<file path="src/rtl/uart_fifos_if.sv">
// rtl/uart_fifos_if.sv - handshake bundle between uart_fifos and the UART engines / CPU MMIO path
interface uart_fifos_if #(
    parameter int WIDTH = 8
);
    logic [WIDTH-1:0] io_rx_data_in;
    logic             io_rx_data_in_valid;
    logic             io_rx_data_in_ready;
    logic             io_rx_pop;
    logic [WIDTH-1:0] io_rx_fifo_out;
    logic             io_rx_fifo_empty;
    logic             io_tx_wr_en;
    logic [WIDTH-1:0] io_tx_wr_data;
    logic             io_tx_fifo_full;
    logic [WIDTH-1:0] io_tx_data_out;
    logic             io_tx_data_out_valid;
    logic             io_tx_data_out_ready;
`ifdef UART_FIFOS_OVF_FLAGS_EN
    logic             io_ovf_clr;
    logic             io_tx_overflow;
    logic             io_rx_underflow;
`endif

    modport slave (
`ifdef UART_FIFOS_OVF_FLAGS_EN
        input  io_ovf_clr,
        output io_tx_overflow, io_rx_underflow,
`endif
        input  io_rx_data_in, io_rx_data_in_valid, io_rx_pop,
        input  io_tx_wr_en, io_tx_wr_data, io_tx_data_out_ready,
        output io_rx_data_in_ready, io_rx_fifo_out, io_rx_fifo_empty,
        output io_tx_fifo_full, io_tx_data_out, io_tx_data_out_valid
    );

    modport master (
`ifdef UART_FIFOS_OVF_FLAGS_EN
        output io_ovf_clr,
        input  io_tx_overflow, io_rx_underflow,
`endif
        output io_rx_data_in, io_rx_data_in_valid, io_rx_pop,
        output io_tx_wr_en, io_tx_wr_data, io_tx_data_out_ready,
        input  io_rx_data_in_ready, io_rx_fifo_out, io_rx_fifo_empty,
        input  io_tx_fifo_full, io_tx_data_out, io_tx_data_out_valid
    );
endinterface

</file>
<file path="src/rtl/uart_fifos.sv">
// rtl/uart_fifos.sv - RX/TX circular byte FIFOs for UART MMIO; UART_FIFOS_OVF_FLAGS_EN adds sticky drop/underflow flags
module uart_fifos #(
    parameter int DEPTH = 8,
    parameter int WIDTH = 8
) (
    input  logic         clock,
    input  logic         reset,
    uart_fifos_if.slave  bus
);
    localparam int AW = $clog2(DEPTH);
    typedef logic [AW:0] ptr_t;
    localparam ptr_t PTR_ONE = ptr_t'(1);

    logic [WIDTH-1:0] rx_mem_q [DEPTH];
    logic [WIDTH-1:0] tx_mem_q [DEPTH];

    ptr_t             rx_wptr_q, rx_wptr_d, rx_rptr_q, rx_rptr_d;
    ptr_t             tx_wptr_q, tx_wptr_d, tx_rptr_q, tx_rptr_d;
    logic [WIDTH-1:0] rx_out_q, rx_out_d;

    logic rx_empty, rx_full, rx_push, rx_pop;
    logic tx_empty, tx_full, tx_push, tx_pop;

    // Accept decisions use start-of-cycle flags, so push-on-empty and pop-on-full always win.
    always_comb begin
        rx_empty  = (rx_wptr_q == rx_rptr_q);
        rx_full   = (rx_wptr_q[AW-1:0] == rx_rptr_q[AW-1:0]) && (rx_wptr_q[AW] != rx_rptr_q[AW]);
        tx_empty  = (tx_wptr_q == tx_rptr_q);
        tx_full   = (tx_wptr_q[AW-1:0] == tx_rptr_q[AW-1:0]) && (tx_wptr_q[AW] != tx_rptr_q[AW]);

        rx_push   = bus.io_rx_data_in_valid && !rx_full;
        rx_pop    = bus.io_rx_pop && !rx_empty;
        tx_push   = bus.io_tx_wr_en && !tx_full;
        tx_pop    = bus.io_tx_data_out_ready && !tx_empty;

        rx_wptr_d = rx_push ? rx_wptr_q + PTR_ONE : rx_wptr_q;
        rx_rptr_d = rx_pop  ? rx_rptr_q + PTR_ONE : rx_rptr_q;
        tx_wptr_d = tx_push ? tx_wptr_q + PTR_ONE : tx_wptr_q;
        tx_rptr_d = tx_pop  ? tx_rptr_q + PTR_ONE : tx_rptr_q;
        rx_out_d  = rx_pop  ? rx_mem_q[rx_rptr_q[AW-1:0]] : rx_out_q;
    end

    always_ff @(posedge clock or negedge reset) begin
        if (!reset) begin
            rx_wptr_q <= '0;
            rx_rptr_q <= '0;
            tx_wptr_q <= '0;
            tx_rptr_q <= '0;
            rx_out_q  <= '0;
        end else begin
            rx_wptr_q <= rx_wptr_d;
            rx_rptr_q <= rx_rptr_d;
            tx_wptr_q <= tx_wptr_d;
            tx_rptr_q <= tx_rptr_d;
            rx_out_q  <= rx_out_d;
        end
    end

    // Storage arrays are deliberately left unreset; pointers alone define contents.
    always_ff @(posedge clock) begin
        if (rx_push) rx_mem_q[rx_wptr_q[AW-1:0]] <= bus.io_rx_data_in;
        if (tx_push) tx_mem_q[tx_wptr_q[AW-1:0]] <= bus.io_tx_wr_data;
    end

    assign bus.io_rx_data_in_ready  = !rx_full;
    assign bus.io_rx_fifo_out       = rx_out_q;
    assign bus.io_rx_fifo_empty     = rx_empty;
    assign bus.io_tx_fifo_full      = tx_full;
    assign bus.io_tx_data_out       = tx_mem_q[tx_rptr_q[AW-1:0]];
    assign bus.io_tx_data_out_valid = !tx_empty;

`ifdef UART_FIFOS_OVF_FLAGS_EN
    logic tx_ovf_q, tx_ovf_d, rx_unf_q, rx_unf_d;

    // Clear has priority over a set arriving in the same cycle.
    always_comb begin
        tx_ovf_d = tx_ovf_q || (bus.io_tx_wr_en && tx_full);
        rx_unf_d = rx_unf_q || (bus.io_rx_pop && rx_empty);
        if (bus.io_ovf_clr) begin
            tx_ovf_d = 1'b0;
            rx_unf_d = 1'b0;
        end
    end

    always_ff @(posedge clock or negedge reset) begin
        if (!reset) begin
            tx_ovf_q <= 1'b0;
            rx_unf_q <= 1'b0;
        end else begin
            tx_ovf_q <= tx_ovf_d;
            rx_unf_q <= rx_unf_d;
        end
    end

    assign bus.io_tx_overflow  = tx_ovf_q;
    assign bus.io_rx_underflow = rx_unf_q;
`endif
endmodule
</file>
<file path="src/flat_wrapper.sv">
// flat-port wrapper written by rule: the top's interface ports become plain ports
module uart_fifos_flat 
#(
    parameter int DEPTH = 8,
    parameter int WIDTH = 8
)
  (clock, reset, bus_io_rx_data_in, bus_io_rx_data_in_valid, bus_io_rx_pop, bus_io_tx_wr_en, bus_io_tx_wr_data, bus_io_tx_data_out_ready, bus_io_rx_data_in_ready, bus_io_rx_fifo_out, bus_io_rx_fifo_empty, bus_io_tx_fifo_full, bus_io_tx_data_out, bus_io_tx_data_out_valid);
  uart_fifos_if #(.WIDTH(WIDTH)) bus_i ();
  input  logic clock;
  input  logic reset;
  input wire logic [$bits(bus_i.io_rx_data_in)-1:0] bus_io_rx_data_in;
  input wire logic [$bits(bus_i.io_rx_data_in_valid)-1:0] bus_io_rx_data_in_valid;
  input wire logic [$bits(bus_i.io_rx_pop)-1:0] bus_io_rx_pop;
  input wire logic [$bits(bus_i.io_tx_wr_en)-1:0] bus_io_tx_wr_en;
  input wire logic [$bits(bus_i.io_tx_wr_data)-1:0] bus_io_tx_wr_data;
  input wire logic [$bits(bus_i.io_tx_data_out_ready)-1:0] bus_io_tx_data_out_ready;
  output wire logic [$bits(bus_i.io_rx_data_in_ready)-1:0] bus_io_rx_data_in_ready;
  output wire logic [$bits(bus_i.io_rx_fifo_out)-1:0] bus_io_rx_fifo_out;
  output wire logic [$bits(bus_i.io_rx_fifo_empty)-1:0] bus_io_rx_fifo_empty;
  output wire logic [$bits(bus_i.io_tx_fifo_full)-1:0] bus_io_tx_fifo_full;
  output wire logic [$bits(bus_i.io_tx_data_out)-1:0] bus_io_tx_data_out;
  output wire logic [$bits(bus_i.io_tx_data_out_valid)-1:0] bus_io_tx_data_out_valid;
  assign bus_i.io_rx_data_in = bus_io_rx_data_in;
  assign bus_i.io_rx_data_in_valid = bus_io_rx_data_in_valid;
  assign bus_i.io_rx_pop = bus_io_rx_pop;
  assign bus_i.io_tx_wr_en = bus_io_tx_wr_en;
  assign bus_i.io_tx_wr_data = bus_io_tx_wr_data;
  assign bus_i.io_tx_data_out_ready = bus_io_tx_data_out_ready;
  assign bus_io_rx_data_in_ready = bus_i.io_rx_data_in_ready;
  assign bus_io_rx_fifo_out = bus_i.io_rx_fifo_out;
  assign bus_io_rx_fifo_empty = bus_i.io_rx_fifo_empty;
  assign bus_io_tx_fifo_full = bus_i.io_tx_fifo_full;
  assign bus_io_tx_data_out = bus_i.io_tx_data_out;
  assign bus_io_tx_data_out_valid = bus_i.io_tx_data_out_valid;
  uart_fifos #(.DEPTH(DEPTH), .WIDTH(WIDTH)) u_core (.clock(clock), .reset(reset), .bus(bus_i));
endmodule
</file>
<file path="config.mk">
export PLATFORM = sky130hd
export DESIGN_NAME = uart_fifos_flat
export DESIGN_NICKNAME = d
export VERILOG_FILES = /design/src/rtl/uart_fifos_if.sv /design/src/rtl/uart_fifos.sv /design/src/flat_wrapper.sv
export SDC_FILE = /design/constraint.sdc
export NUM_CORES = 1
export LEC_CHECK = 0
export ABC_AREA = 1
export CAP_MARGIN = 40
export CORE_MARGIN = 1.5
export CORE_UTILIZATION = 59
export DETAILED_ROUTE_END_ITERATION = 8
export HOLD_SLACK_MARGIN = 0.05
export PLACE_DENSITY = 0.75
export SYNTH_ARGS = -nofsm -noshare
export SYNTH_HDL_FRONTEND = slang
export SYNTH_SLANG_ARGS = --single-unit
export TNS_END_PERCENT = 50
</file>
<file path="constraint.sdc">
create_clock -name clock -period 2.2 [get_ports clock]
set_clock_uncertainty 0.05 [all_clocks]
set_input_delay 0.55 -clock clock [delete_from_list [all_inputs] [get_ports clock]]
set_output_delay 0.55 -clock clock [all_outputs]
set_load 0.005 [all_outputs]
</file>
* Yosys cells after proc, flatten, opt, wreduce, memory -nomap -nowiden *
Memory sizes are Yosys's and may differ from the RTL's. A register that Yosys moved wholly into a read port is not among the register bits.
Cells that the tools add are included.

word-level totals
  logic and storage cells = 31
  RAM bits = 128
  output and inout port bits = 20
  input port bits = 22
  flip-flop bits (word level) = 16
  memories kept = 2

memories
  name             depth  width  rd ports  clocked after memory_dff  wr ports  RTL line          RTL
  u_core.rx_mem_q  8      8      1         1                         1         uart_fifos.sv:14  logic [WIDTH-1:0] rx_mem_q [DEPTH];
  u_core.tx_mem_q  8      8      1         0                         1         uart_fifos.sv:15  logic [WIDTH-1:0] tx_mem_q [DEPTH];

operators by class
  reduce and logical (&&, ||, !) cells = 11
  multiplexer cells = 4
  add/sub/neg operators = 4
  eq/ne operators = 6

operators with widths
  kind                                         count
  adder 4 x 1 -> 4 bit, second input constant  4
  equality test 4 bit                          2
  equality test 3 bit                          2
  logical AND 1 bit                            6
  zero test 1 bit                              5
  2-to-1 mux 1 bit                             4
  != test 1 bit                                2

* Depth between registers and ports, before layout *
Gate-level depths: netlist of the first run.

  depth in word-level cells = 6
  gate-level depth with buffers = 11
  gate-level depth less buffers = 9

* Worst setup path after synthesis of the first run *
Ideal clock, no wire load.

  path type = register -> register
  from = reg u_core.rx_rptr_q[0]
  to = mem u_core.rx_mem_q[4][0] (enable)
  slack = 413 ps
  buffers on the path = 1
  period minus slack after synthesis = 1,787 ps
  required time = 1,779 ps
  data arrival time = 1,367 ps
  cell stages (with the launch flop) = 8
  library setup time = 371 ps
  cell sequence = dfrtp_1 > buf_6 > clkinv_2 > nand2_2 > nand2_2 > nand4_2 > nand3_1 > nor2_1

between the ends
  word-level cells in the longest chain between the ends = 6

ends and longest elaborated chain
  what                                    RTL line            RTL
  start: declaration                      uart_fifos.sv:17    ptr_t rx_wptr_q, rx_wptr_d, rx_rptr_q, rx_rptr_d;
  start signal: assignment                uart_fifos.sv:52    rx_rptr_q <= rx_rptr_d;
  equality test 3 bit                     uart_fifos.sv:27    rx_full = (rx_wptr_q[AW-1:0] == rx_rptr_q[AW-1:0]) && (rx_wptr_q[AW] != rx_rptr_q[AW]);
  logical AND 1 bit                       uart_fifos.sv:27
  zero test 1 bit                         n/a
  named net bus_io_rx_data_in_ready       flat_wrapper.sv:17  output wire logic [$bits(bus_i.io_rx_data_in_ready)-1:0] bus_io_rx_data_in_ready;
  logical AND 1 bit                       uart_fifos.sv:31    rx_push = bus.io_rx_data_in_valid && !rx_full;
  2-to-1 mux 1 bit                        uart_fifos.sv:61    if (rx_push) rx_mem_q[rx_wptr_q[AW-1:0]] <= bus.io_rx_data_in;
  2-to-1 mux 1 bit (implied by the code)  uart_fifos.sv:61
  end: declaration                        uart_fifos.sv:14

The timed path passes the listed nets, and every way through them passes these cells.

* Worst setup path after layout of the first run *
  from = reg u_core.tx_rptr_q[0]
  to = out bus_io_tx_data_out[7]

between the ends
  word-level cells in the longest chain between the ends = 1

ends and longest elaborated chain
  what                      RTL line            RTL
  start: declaration        uart_fifos.sv:18    ptr_t tx_wptr_q, tx_wptr_d, tx_rptr_q, tx_rptr_d;
  start signal: assignment  uart_fifos.sv:54    tx_rptr_q <= tx_rptr_d;
  memory (8 x 8 bit)        n/a
  end: declaration          flat_wrapper.sv:21  output wire logic [$bits(bus_i.io_tx_data_out)-1:0] bus_io_tx_data_out;

No other way between the ends.

==> impl_metrics.env, run 1 <==
export IMPL_status="finished, violations left"
export IMPL_violations="setup timing"
export IMPL_worst_pin_slew_ns=0.3695
export IMPL_synth_seq_cells=152
export IMPL_cap_violations=0
export IMPL_num_vias=5058
export IMPL_dieHeight_um=110.1
export IMPL_synth_top_family_by_area="simple AND/OR/NAND/NOR gates"
export IMPL_grt_first_pass_wirelength_mm=25.32
export IMPL_synth_xor_area_share_pct=1.018
export IMPL_netlist_area_um2=6761
export IMPL_placementRows=38
export IMPL_drc=0
export IMPL_firstDrtPassIters=5
export IMPL_fin_setup_tns_ns=-0.6809
export IMPL_critPathSlowestCell="dfrtp_2"
export IMPL_synthAdderAreaFrac_pct=0.7402
export IMPL_period_share_pct=107.4
export IMPL_cp_common_cell="buf_6"
export IMPL_ys_flop_type="edfxtp_1"
export IMPL_crit_required_ns=1.60
export IMPL_synth_nets=693
export IMPL_nNetsFinal=787
export IMPL_synth_compound_area_share_pct=3.849
export IMPL_layout_drive_gt1_share_pct=20.54
export IMPL_grt_ovfl_total=0
export IMPL_post_drt_wl_per_cell_um=17.96
export IMPL_setup_slack_ns=-0.1627
export IMPL_ios=42
export IMPL_setup_violations=9
export IMPL_synth_top_area_share_pct=56.85
export IMPL_max_stage_delay_ns=0.43
export IMPL_place_gp_congestion=0.8344
export IMPL_synth_area_mux_share_pct=0
export IMPL_die_area_um2=12110
export IMPL_core_um2=10980
export IMPL_track_usage_pct=29.40
export IMPL_first_iter_violations=566
export IMPL_min_path_type="in -> async"
export IMPL_clk_pin_slew_ns=0.06
export IMPL_yosys_cell_types_count=25
export IMPL_synth_common_cells="nand2_1 (217), edfxtp_1 (128), inv_1 (78)"
export IMPL_cp_cell_sequence="inv_4 -> buf_6 -> buf_6 -> buf_6 -> o21ai_2 -> o22ai_1 -> nand2_1 -> nand2_1 -> buf_2"
export IMPL_maxSlewHeadroom_pct=75.33
export IMPL_layout_cells_non_filler=914
export IMPL_startpoint_type="flip-flop"
export IMPL_port_buffer_count=41
export IMPL_placedCellCount=864
export IMPL_period_needed_ns=2.363
export IMPL_synth_top_area_cell="edfxtp_1"
export IMPL_cellLeakagePower_nw=3.752
export IMPL_yosys_top_cells_area="edfxtp_1 (57%), nand2_1 (12%), dfrtp_1 (8.9%), inv_1 (4.3%), nand3_1 (4.0%)"
export IMPL_cts_root_buf="clkbuf_16"
export IMPL_hpwl_mm=9.525
export IMPL_synthCells=667
export IMPL_htreeDepth=4
export IMPL_p_per_area_nw_per_um2=1429
export IMPL_ys_async_sr_fraction_pct=15.79
export IMPL_cts_tree="done"
export IMPL_crit_path_end_kind="primary output"
export IMPL_synth_simple_area_share_pct=21.35
export IMPL_grt_pass1_vias=4999
export IMPL_drtAntennaViolNets=0
export IMPL_dpl_cell_area_um2=7546
export IMPL_holdBufCountCts=0
export IMPL_clockBufferDepth=2
export IMPL_antenna_found_initial=0
export IMPL_cp_arrival_ns=1.76
export IMPL_yosysMostFrequentCell="nand2_1"
export IMPL_initial_utilization_pct=61.56
export IMPL_hold_violations=0
export IMPL_cts_sinks=152
export IMPL_vias_per_cell=5.534
export IMPL_rsz0062_at_grt="yes"
export IMPL_synth_seq_area_share_pct=65.73
export IMPL_syn_area_per_cell_um2=10.14
export IMPL_die_width_um=110.1
export IMPL_ir_drop_v=0.001009
export IMPL_ys_warn_count=0
export IMPL_synth_edf_count=128
export IMPL_fillers=657
export IMPL_grt_max_degree=34
export IMPL_design_area_um2=8521
export IMPL_syn2layout_area_growth_pct=26.02
export IMPL_insertion_delay_ns=0.42
export IMPL_crit_type="reg -> out"
export IMPL_wl_mm=16.42
export IMPL_power_mw=12.17
export IMPL_fmax_ghz=0.4232
export IMPL_diodes=0
export IMPL_drv_slew=0
export IMPL_numCtsBuffers=17
export IMPL_crit_fanout=5
worst max-delay path, delay by kind of cell (launching register included):
kind	cells	cell delay, ns
compound gates	2	0.21
buf+inv	5	0.53
flops	1	0.43
simple gates	2	0.17
final timing paths:
check / startpoint / endpoint / slack (ns) / cells after the start
hold reg to reg: u_core.bus.io_rx_fifo_out[7] / u_core.bus.io_rx_fifo_out[7] / 0.45 / 2
max in group asynchronous: reset / u_core.tx_rptr_q[0] / 1.37 / 2
setup / recovery: u_core.tx_rptr_q[0] / bus_io_tx_data_out[7] / -0.16 / 9
setup reg to reg: u_core.tx_rptr_q[0] / u_core.tx_mem_q[2][2] / 0.20 / 10
hold / removal: reset / u_core.bus.io_rx_fifo_out[4] / 0.45 / 2
min in group clock: u_core.bus.io_rx_fifo_out[7] / u_core.bus.io_rx_fifo_out[7] / 0.45 / 2
where the power goes:
group	total, mW	switching (mW)	internal (mW)
Clock	3.06	1.16	1.90
Combinational	5.11	2.99	2.11
Sequential	4.00	0.299	3.70
registers in the layout, summed over array words and instances (netlist names):
signal,cells
u_core.bus.io_rx_fifo_out,8
u_core.tx_wptr_q,4
u_core.tx_rptr_q,4
u_core.tx_mem_q,64
u_core.rx_mem_q,64
u_core.rx_rptr_q,4
u_core.rx_wptr_q,4
routing by layer:
metal / GRT usage, % / vias to the layer above / routed length, um / share of wire (%)
met4: 11.22 / 0 / 282 / 1.7
li1: - / 2366 / - / -
met2: 45.30 / 241 / 7938 / 48
met1: 40.21 / 2421 / 6800 / 41
met5: 0 / - / 0 / 0
met3: 8.054 / 30 / 1396 / 8.5
stage by stage:
step | worst slack, ns | hold slack [ns] | util (%)
floorplan | 0.4130 | 0.2044 | -
CTS | -0.1819 | 0.4485 | 76.69
finish | -0.1627 | 0.4454 | 77.58
global placement | 0.07734 | 0.4139 | 68.71
detailed placement | -0.01689 | 0.4261 | 68.71
global route | -0.2105 | 0.4577 | 77.58
layout by cell type (no fill, tap or decap), types with 2 or more instances in the layout:
| cell type | count |
|---|---|
| dfrtp_2 | 3 |
| dfrtp_1 | 21 |
| clkinv_1 | 2 |
| nand2_2 | 16 |
| xor2_1 | 6 |
| o21ai_1 | 18 |
| inv_1 | 75 |
| buf_2 | 7 |
| nand3_1 | 54 |
| nand2_4 | 3 |
| o21ai_2 | 4 |
| clkinv_2 | 4 |
| buf_12 | 5 |
| buf_4 | 42 |
| buf_16 | 3 |
| clkbuf_2 | 2 |
| o21ai_0 | 9 |
| o22ai_1 | 12 |
| inv_6 | 3 |
| edfxtp_1 | 128 |
| ha_1 | 4 |
| nand2_1 | 213 |
| nor2_2 | 2 |
| clkdlybuf4s50_1 | 29 |
| bufinv_16 | 4 |
| inv_2 | 10 |
| nor2_1 | 42 |
| clkinv_4 | 2 |
| buf_8 | 2 |
| buf_6 | 9 |
| o22ai_2 | 4 |
| nor2_4 | 10 |
| clkbuf_16 | 17 |
final cells by class:
type	instances	area, um2	share of cell area, %
Clock inverter	15	197.7	2.320
Multi-Input combinational cell	402	1961	23.01
Tap cell	140	175.2	2.056
Timing Repair Buffer	101	983.4	11.54
Inverter	87	330.3	3.877
Sequential cell	152	4448	52.20
Clock buffer	17	425.4	4.993
cell families (layout without fill, tap and decap cells):
kind of cell | after synthesis | count (layout)
adder cells (fa/ha/maj) | 4 | 4
buffers and inverters | 113 | 220
AO/OA/AOI/OAI | 48 | 48
AND/OR/NAND/NOR | 343 | 343
flip-flops | 152 | 152
XOR/XNOR | 7 | 7
timing repair:
| action | CTS | global route |
|---|---|---|
| endpoints found under the setup margin | 12 | 11 |
| cloned | 3 | 0 |
| setup buffers | 10 | 7 |
| pin swaps | 25 | 17 |
| gates resized for setup | 87 | 35 |
No activity file was read; power rests on OpenSTA's default activity.
==> inputs of run 2 (changes only) <==
--- a/config.mk
+++ b/config.mk
@@ -10,7 +10,7 @@
 export CORE_MARGIN = 1.5
 export CORE_UTILIZATION = 59
 export DETAILED_ROUTE_END_ITERATION = 8
-export HOLD_SLACK_MARGIN = 0.05
+export HOLD_SLACK_MARGIN = 0.1
 export PLACE_DENSITY = 0.75
 export SYNTH_ARGS = -nofsm -noshare
 export SYNTH_HDL_FRONTEND = slang
==> results of run 2 <==
Final layout, timing and power as in run 1 (identical DEF).
